## config.mk

```make
export PLATFORM = sky130hd
export DESIGN_NAME = pipe_reg_chain
export DESIGN_NICKNAME = d
export VERILOG_FILES = /design/src/rtl/pipe_reg_chain.sv
export SDC_FILE = /design/constraint.sdc
export NUM_CORES = 1
export LEC_CHECK = 0
export CORE_MARGIN = 4
export CORE_UTILIZATION = 45
export CTS_CLUSTER_SIZE = 24
export DETAILED_ROUTE_END_ITERATION = 6
export GPL_ROUTABILITY_DRIVEN = 1
export PLACE_DENSITY_LB_ADDON = 0.25
export SLEW_MARGIN = 20
export SYNTH_ARGS = -nofsm -noshare
export SYNTH_HDL_FRONTEND = slang
export SYNTH_SLANG_ARGS = --single-unit
```

## constraint.sdc

```tcl
create_clock -name clk -period 4 [get_ports clk]
set_clock_uncertainty 0.05 [all_clocks]
set_input_delay 1.2 -clock clk [delete_from_list [all_inputs] [get_ports clk]]
set_output_delay 1.2 -clock clk [all_outputs]
set_load 0.1 [all_outputs]
```

## src/rtl/pipe_reg_chain.sv

```systemverilog
// Elastic chain of STAGES signed WIDTH-bit registers, each stage with a valid bit; latency STAGES cycles with no stall.
// Valid/ready backpressure with bubble collapse: an empty stage always accepts; flush and rst clear all stages synchronously.
module pipe_reg_chain #(
  parameter  int WIDTH  = 8,
  parameter  int STAGES = 4,
  localparam int CW     = $clog2(STAGES + 1)
) (
  input  logic                    clk,
  input  logic                    rst,
  input  logic                    flush,
  input  logic                    in_valid,
  output logic                    in_ready,
  input  logic signed [WIDTH-1:0] in_data,
  output logic                    out_valid,
  input  logic                    out_ready,
  output logic signed [WIDTH-1:0] out_data,
  output logic [CW-1:0]           count
);

  logic [STAGES-1:0]       v_q;
  logic [STAGES-1:0]       v_d;
  logic signed [WIDTH-1:0] d_q [STAGES];
  logic signed [WIDTH-1:0] d_d [STAGES];
  logic [CW-1:0]           count_q;
  logic [CW-1:0]           count_d;

  logic [STAGES-1:0]       rdy;
  logic [STAGES-1:0]       vin;
  logic signed [WIDTH-1:0] din [STAGES];

  // Ready ripples from the output back to the input through a running term,
  // so a stage is ready when it is empty or everything ahead of it drains.
  always_comb begin : rdy_chain
    logic acc;
    acc = !v_q[STAGES-1] || out_ready;
    rdy[STAGES-1] = acc;
    for (int i = STAGES - 2; i >= 0; i--) begin
      acc    = !v_q[i] || acc;
      rdy[i] = acc;
    end
  end

  assign in_ready = rdy[0] && !flush && !rst;

  always_comb begin
    vin[0] = in_valid && in_ready;
    din[0] = in_data;
    for (int i = 1; i < STAGES; i++) begin
      vin[i] = v_q[i-1];
      din[i] = d_q[i-1];
    end
  end

  always_comb begin
    v_d = v_q;
    for (int i = 0; i < STAGES; i++) begin
      d_d[i] = d_q[i];
    end
    for (int i = 0; i < STAGES; i++) begin
      if (rdy[i]) begin
        v_d[i] = vin[i];
        if (vin[i]) begin
          d_d[i] = din[i];
        end
      end
    end
  end

  always_comb begin
    count_d = '0;
    for (int i = 0; i < STAGES; i++) begin
      count_d = count_d + CW'(v_d[i]);
    end
  end

  always_ff @(posedge clk) begin
    if (rst || flush) begin
      v_q     <= '0;
      count_q <= '0;
      for (int i = 0; i < STAGES; i++) begin
        d_q[i] <= '0;
      end
    end else begin
      v_q     <= v_d;
      count_q <= count_d;
      for (int i = 0; i < STAGES; i++) begin
        d_q[i] <= d_d[i];
      end
    end
  end

  assign out_valid = v_q[STAGES-1];
  assign out_data  = d_q[STAGES-1];
  assign count     = count_q;

  // A stalled output must not change until it is taken.
  assert property (@(posedge clk) disable iff (rst || flush)
    (out_valid && !out_ready) |=> (out_valid && $stable(out_data)));

  assert property (@(posedge clk) disable iff (rst)
    count <= CW'(STAGES));

endmodule

```

==> flow_summary.ini, run 1 <==
[outcome]
status = complete, no violations

[drt]
drc_errors = 0
routedWlPerCell_um = 11.9
drtIter0Drc = 67
ant_nets = 0
vias_per_cell = 4.95
drt_pass1_iterations = 4
drt_wl_total_um = 2790
num_vias = 1163

[final_layout]
syn_to_final_growth_pct = 23.9
drive_gt1_frac = 0.0890
antenna_cells = 0
nets = 206
final_common_cell = dfxtp_1
num-fill-cells = 287
layout_common_cells = 39 x dfxtp_1, 25 x nand2_1, 23 x clkdlybuf4s50_1
fin_area_sq_mm = 0.00190

[run]
cap_viol_max_count = 0

[setup_path]
startpoint_type = primary input
crit_arrival_ns = 2.54
path_max_fanout = 11
worst-setup-path-type = in2out
required_ns = 2.75
end_kind = output port

[global_routing]
overflow = 0
grt_antenna_before_repair = 0
grt.total_usage = 0.148
grt_pass1_vias = 1133
grt_max_degree = 29
grt_pass1_wl_um = 4910

[die]
die_area_sq_mm = 0.00440
die_h_um = 66.4
placementRows = 20
pin_count = 26
fp.dieW_um = 66.4
start_util = 0.486
core_area_sq_mm = 0.00315

[power]
p_leak_nw = 0.730
switching_share = 0.215
power_switching_mw = 0.154
peakVddDrop_uv = 248
power_mw = 0.717
internal_power_mw = 0.562
seqPwrFrac = 0.551
pwr_density_cell_mw_per_mm2 = 377
comb_power_share = 0.067
power_frac_clock = 0.382

[synth]
seq_area_frac_synth = 0.509
synth_fp_nets = 183
synthesis.area_sq_mm = 0.00153
synthCells = 167
synth_cell_types = 24
yosysTopAreaCell = dfxtp_1
ys_top_cells_by_area = dfxtp_1 51%, mux2i_1 10%, a21oi_1 6.2%
yosysTopAreaCellShare = 0.509
ys_ff_latch = 39
ys_warn_count = 0
syn_area_per_cell_sq_um = 9.18

[clock_tree]
cts_sinks = 39
insertion_delay_ns = 0.35
cts_tree = built
cts_root_buffer = clkbuf_4
clkSlewWorstSetupHoldPaths_ns = 0.12
cts_buffer_depth = 2
cts_hold_buf = 0
post_cts.repair.setup_buffers = 0
htree_levels = 2
cts_made_buffers = 5
post_cts_resized = 0

[sta]
slew_headroom = 0.349
final_max_slew_viol_count = 0
hold_viol = 0
fmax_mhz = 264
setup_viol = 0
fin_tns_setup_ns = 0
fin_crit_ns = 3.79
post-route-period-util = 0.947
worst_slew_pin_slew_ns = 0.973
rsz0062_at_grt = false

[min_path]
holdCritPathClass = reg2reg

[place]
place_area_sq_mm = 0.00181
gp_congestion = 0.742
place_hpwl_um = 2030
io_buffers = 25
-- cell usage after synthesis --
master    instances
dfxtp_1          39
nand2_1          25
a21oi_1          19
mux2i_1          16
nand3_1          16
o21ai_1          16
clkbuf_1          6
nor2_1            5
buf_2             4
inv_1             4
and2_1            3
ha_1              2
a31oi_4           1
and2b_1           1
and3_1            1
and3b_4           1
buf_4             1
fa_1              1
inv_2             1
nand2b_1          1
nand3b_1          1
o21a_1            1
o21ai_4           1
or2_1             1
-- layer usage --
layer	wire, um	GRT usage	share of wire
met1	1270	0.162	0.46
met2	1320	0.258	0.47
met3	151	0.0561	0.054
met4	47	0.0533	0.017
met5	0	0	0
-- registers in the layout, summed over array words and instances (netlist names) --
signal	flops
count	3
d_q	32
v_q	4
-- stage by stage --
step,worst slack [ns],cells,util,hold slack [ns]
after floorplan,0.184,167,-,0.388
after global placement,0.234,227,0.575,0.402
after detailed placement,0.219,227,0.575,0.406
after CTS,0.208,235,0.602,0.412
after global routing,0.131,235,0.602,0.426
final,0.211,235,0.602,0.410
-- kinds of logic after synthesis --
logic type                 Yosys count  share of synthesized area
adders and majority gates            3                     0.0294
AOI/OAI and AO/OA                   38                      0.144
and+or+nand+nor                     55                      0.168
buffers and inverters               16                     0.0449
muxes                               16                      0.104
DFF                                 39                      0.509
-- layout make-up --
cell class | count | area [sq um] | area share
Tap cell | 44 | 55.1 | 0.0290
Clock buffer | 6 | 51.3 | 0.0270
Multi-Input combinational cell | 112 | 686 | 0.361
Inverter | 5 | 18.8 | 0.00988
Sequential cell | 39 | 781 | 0.411
Clock inverter | 2 | 35.0 | 0.0184
Timing Repair Buffer | 27 | 273 | 0.144
-- power by group through the flow --
stage,clock (mW),sequential [mW],combinational (mW)
after floorplan,0,0.406,0.0256
after global placement,0,0.403,0.0474
after detailed placement,0,0.403,0.0486
after CTS,0.279,0.395,0.0489
after global routing,0.299,0.395,0.0524
final,0.274,0.395,0.0482
-- worst max-delay path, stage by stage --
cell and delay, ns:
clkdlybuf4s50_1 0.50, and3b_4 0.26, and3_1 0.23, nor2_2 0.16, buf_12 0.19
-- final timing paths --
kind,slack [ns],end,depth (start not counted),start
max,0.21,in_ready,5,out_ready
min,0.41,d_q[2][1]$_SDFFE_PP0P_,2,d_q[1][1]$_SDFFE_PP0P_
max reg2reg,1.48,count[1]$_SDFF_PP0_,8,v_q[2]$_SDFF_PP0_
min reg2reg,0.41,d_q[2][1]$_SDFFE_PP0P_,2,d_q[1][1]$_SDFFE_PP0P_
No activity file was read; power rests on OpenSTA's default activity.
==> inputs of run 2 (changes only) <==
- CORE_MARGIN: 4 -> 2
- CORE_UTILIZATION: 45 -> 40
==> flow_summary.ini, run 2 (same netlist as run 1, synthesis figures left out) <==
[drt]
routedWlPerCell_um = 11.8
drt_wl_total_um = 2830
drc_errors = 0
ant_nets = 0
drtIter0Drc = 72
drt_pass1_iterations = 4
num_vias = 1164
vias_per_cell = 4.87

[clock_tree]
insertion_delay_ns = 0.29
cts_root_buffer = clkbuf_8
cts_buffer_depth = 2
cts_tree = built
cts_hold_buf = 0
cts_made_buffers = 5
htree_levels = 2
cts_sinks = 39
post_cts.repair.setup_buffers = 0
clkSlewWorstSetupHoldPaths_ns = 0.07
post_cts_resized = 0

[power]
power_mw = 0.774
pwr_density_cell_mw_per_mm2 = 400
p_leak_nw = 0.743
peakVddDrop_uv = 264

[setup_path]
required_ns = 2.75
worst-setup-path-type = in2out
crit_path_top_delay_cell = clkdlybuf4s50_1
path_delay_family = buffers and inverters
crit_buf_inv = 2
crit_arrival_ns = 2.56
path_max_fanout = 11
end_kind = output port
path_cells = clkdlybuf4s50_1, and3b_4, and3_1, nor2_2, buf_12
slowest_delay_ns = 0.51
startpoint_type = primary input

[global_routing]
grt_antenna_before_repair = 0
grt_pass1_wl_um = 4800
grt_max_degree = 23
grt.total_usage = 0.149
grt_pass1_vias = 1124
overflow = 0

[final_layout]
multiInputGateArea_sq_um = 686
fin_area_sq_mm = 0.00194
antenna_cells = 0
final_common_cell = dfxtp_1
syn_to_final_growth_pct = 26.3
nets = 206
drive_gt1_frac = 0.0890
reg.largest.list = d_q: 32 flops, v_q: 4 flops, count: 3 flops
largest_reg_flops = 32
fin_util = 0.529
regMostFlops = d_q
layout_common_cells = 39 x dfxtp_1, 25 x nand2_1, 23 x clkdlybuf4s50_1
num-fill-cells = 345
final-seq-area_sq_um = 781

[sta]
setup_viol = 0
final_max_slew_viol_count = 0
fmax_mhz = 262
hold_viol = 0
rsz0062_at_grt = false
post-route-period-util = 0.953
worst_slew_pin_slew_ns = 0.972
slew_headroom = 0.350
fin_tns_setup_ns = 0
fin_crit_ns = 3.81

[outcome]
status = complete, no violations

[run]
cap_viol_max_count = 0

[min_path]
holdCritPathClass = reg2reg

[place]
place_area_sq_mm = 0.00182
io_buffers = 25
gp_congestion = 0.799
place_hpwl_um = 2120

[die]
placementRows = 22
fp.dieW_um = 65.9
die_h_um = 65.9
start_util = 0.419
die_area_sq_mm = 0.00434
core_area_sq_mm = 0.00366
pin_count = 26
==> run 2: worst min-delay path, cell delays in order (launching register included) <==
cell and delay (ns):
dfxtp_1 0.31, nand2_1 0.05, mux2i_1 0.05
==> run 2: path summary, 6_finish.rpt <==
path	slack, ns	endpoint	startpoint	depth (start not counted)
worst max-delay path	0.19	in_ready	out_ready	5
worst min-delay path	0.42	d_q[1][2]$_SDFFE_PP0P_	d_q[1][2]$_SDFFE_PP0P_	2
worst max register to register	1.41	count[1]$_SDFF_PP0_	v_q[2]$_SDFF_PP0_	8
worst min register to register	0.42	d_q[1][2]$_SDFFE_PP0P_	d_q[1][2]$_SDFFE_PP0P_	2
==> run 2: area by class of cell <==
| cell class | instances | area share |
|---|---|---|
| timing repair buffer | 27 | 0.141 |
| inverter | 5 | 0.00970 |
| sequential | 39 | 0.403 |
| clock inverter | 2 | 0.0181 |
| multi-input combinational | 112 | 0.354 |
| clock buffer | 6 | 0.0427 |
| tap | 48 | 0.0310 |
==> run 2: power breakdown <==
| group | leakage (nW) | internal [mW] | switching (mW) |
|---|---|---|---|
| combinational | 0.367 | 0.0227 | 0.0262 |
| sequential | 0.315 | 0.392 | 0.00239 |
| clock | 0.0612 | 0.202 | 0.129 |
| total | 0.743 | 0.616 | 0.158 |
==> run 2: per-stage QoR <==
stage               setup WS, ns  hold slack, ns  instances
global route              0.0974           0.434        239
detailed placement         0.178           0.408        231
finish                     0.188           0.417        239
global placement           0.236           0.401        231
CTS                        0.171           0.420        239
floorplan                  0.184           0.388        167
==> run 2: per-layer routing <==
layer,share of wire,GRT usage
met2,0.50,0.254
met1,0.44,0.158
met3,0.052,0.0630
met5,0,0
met4,0.0078,0.0729
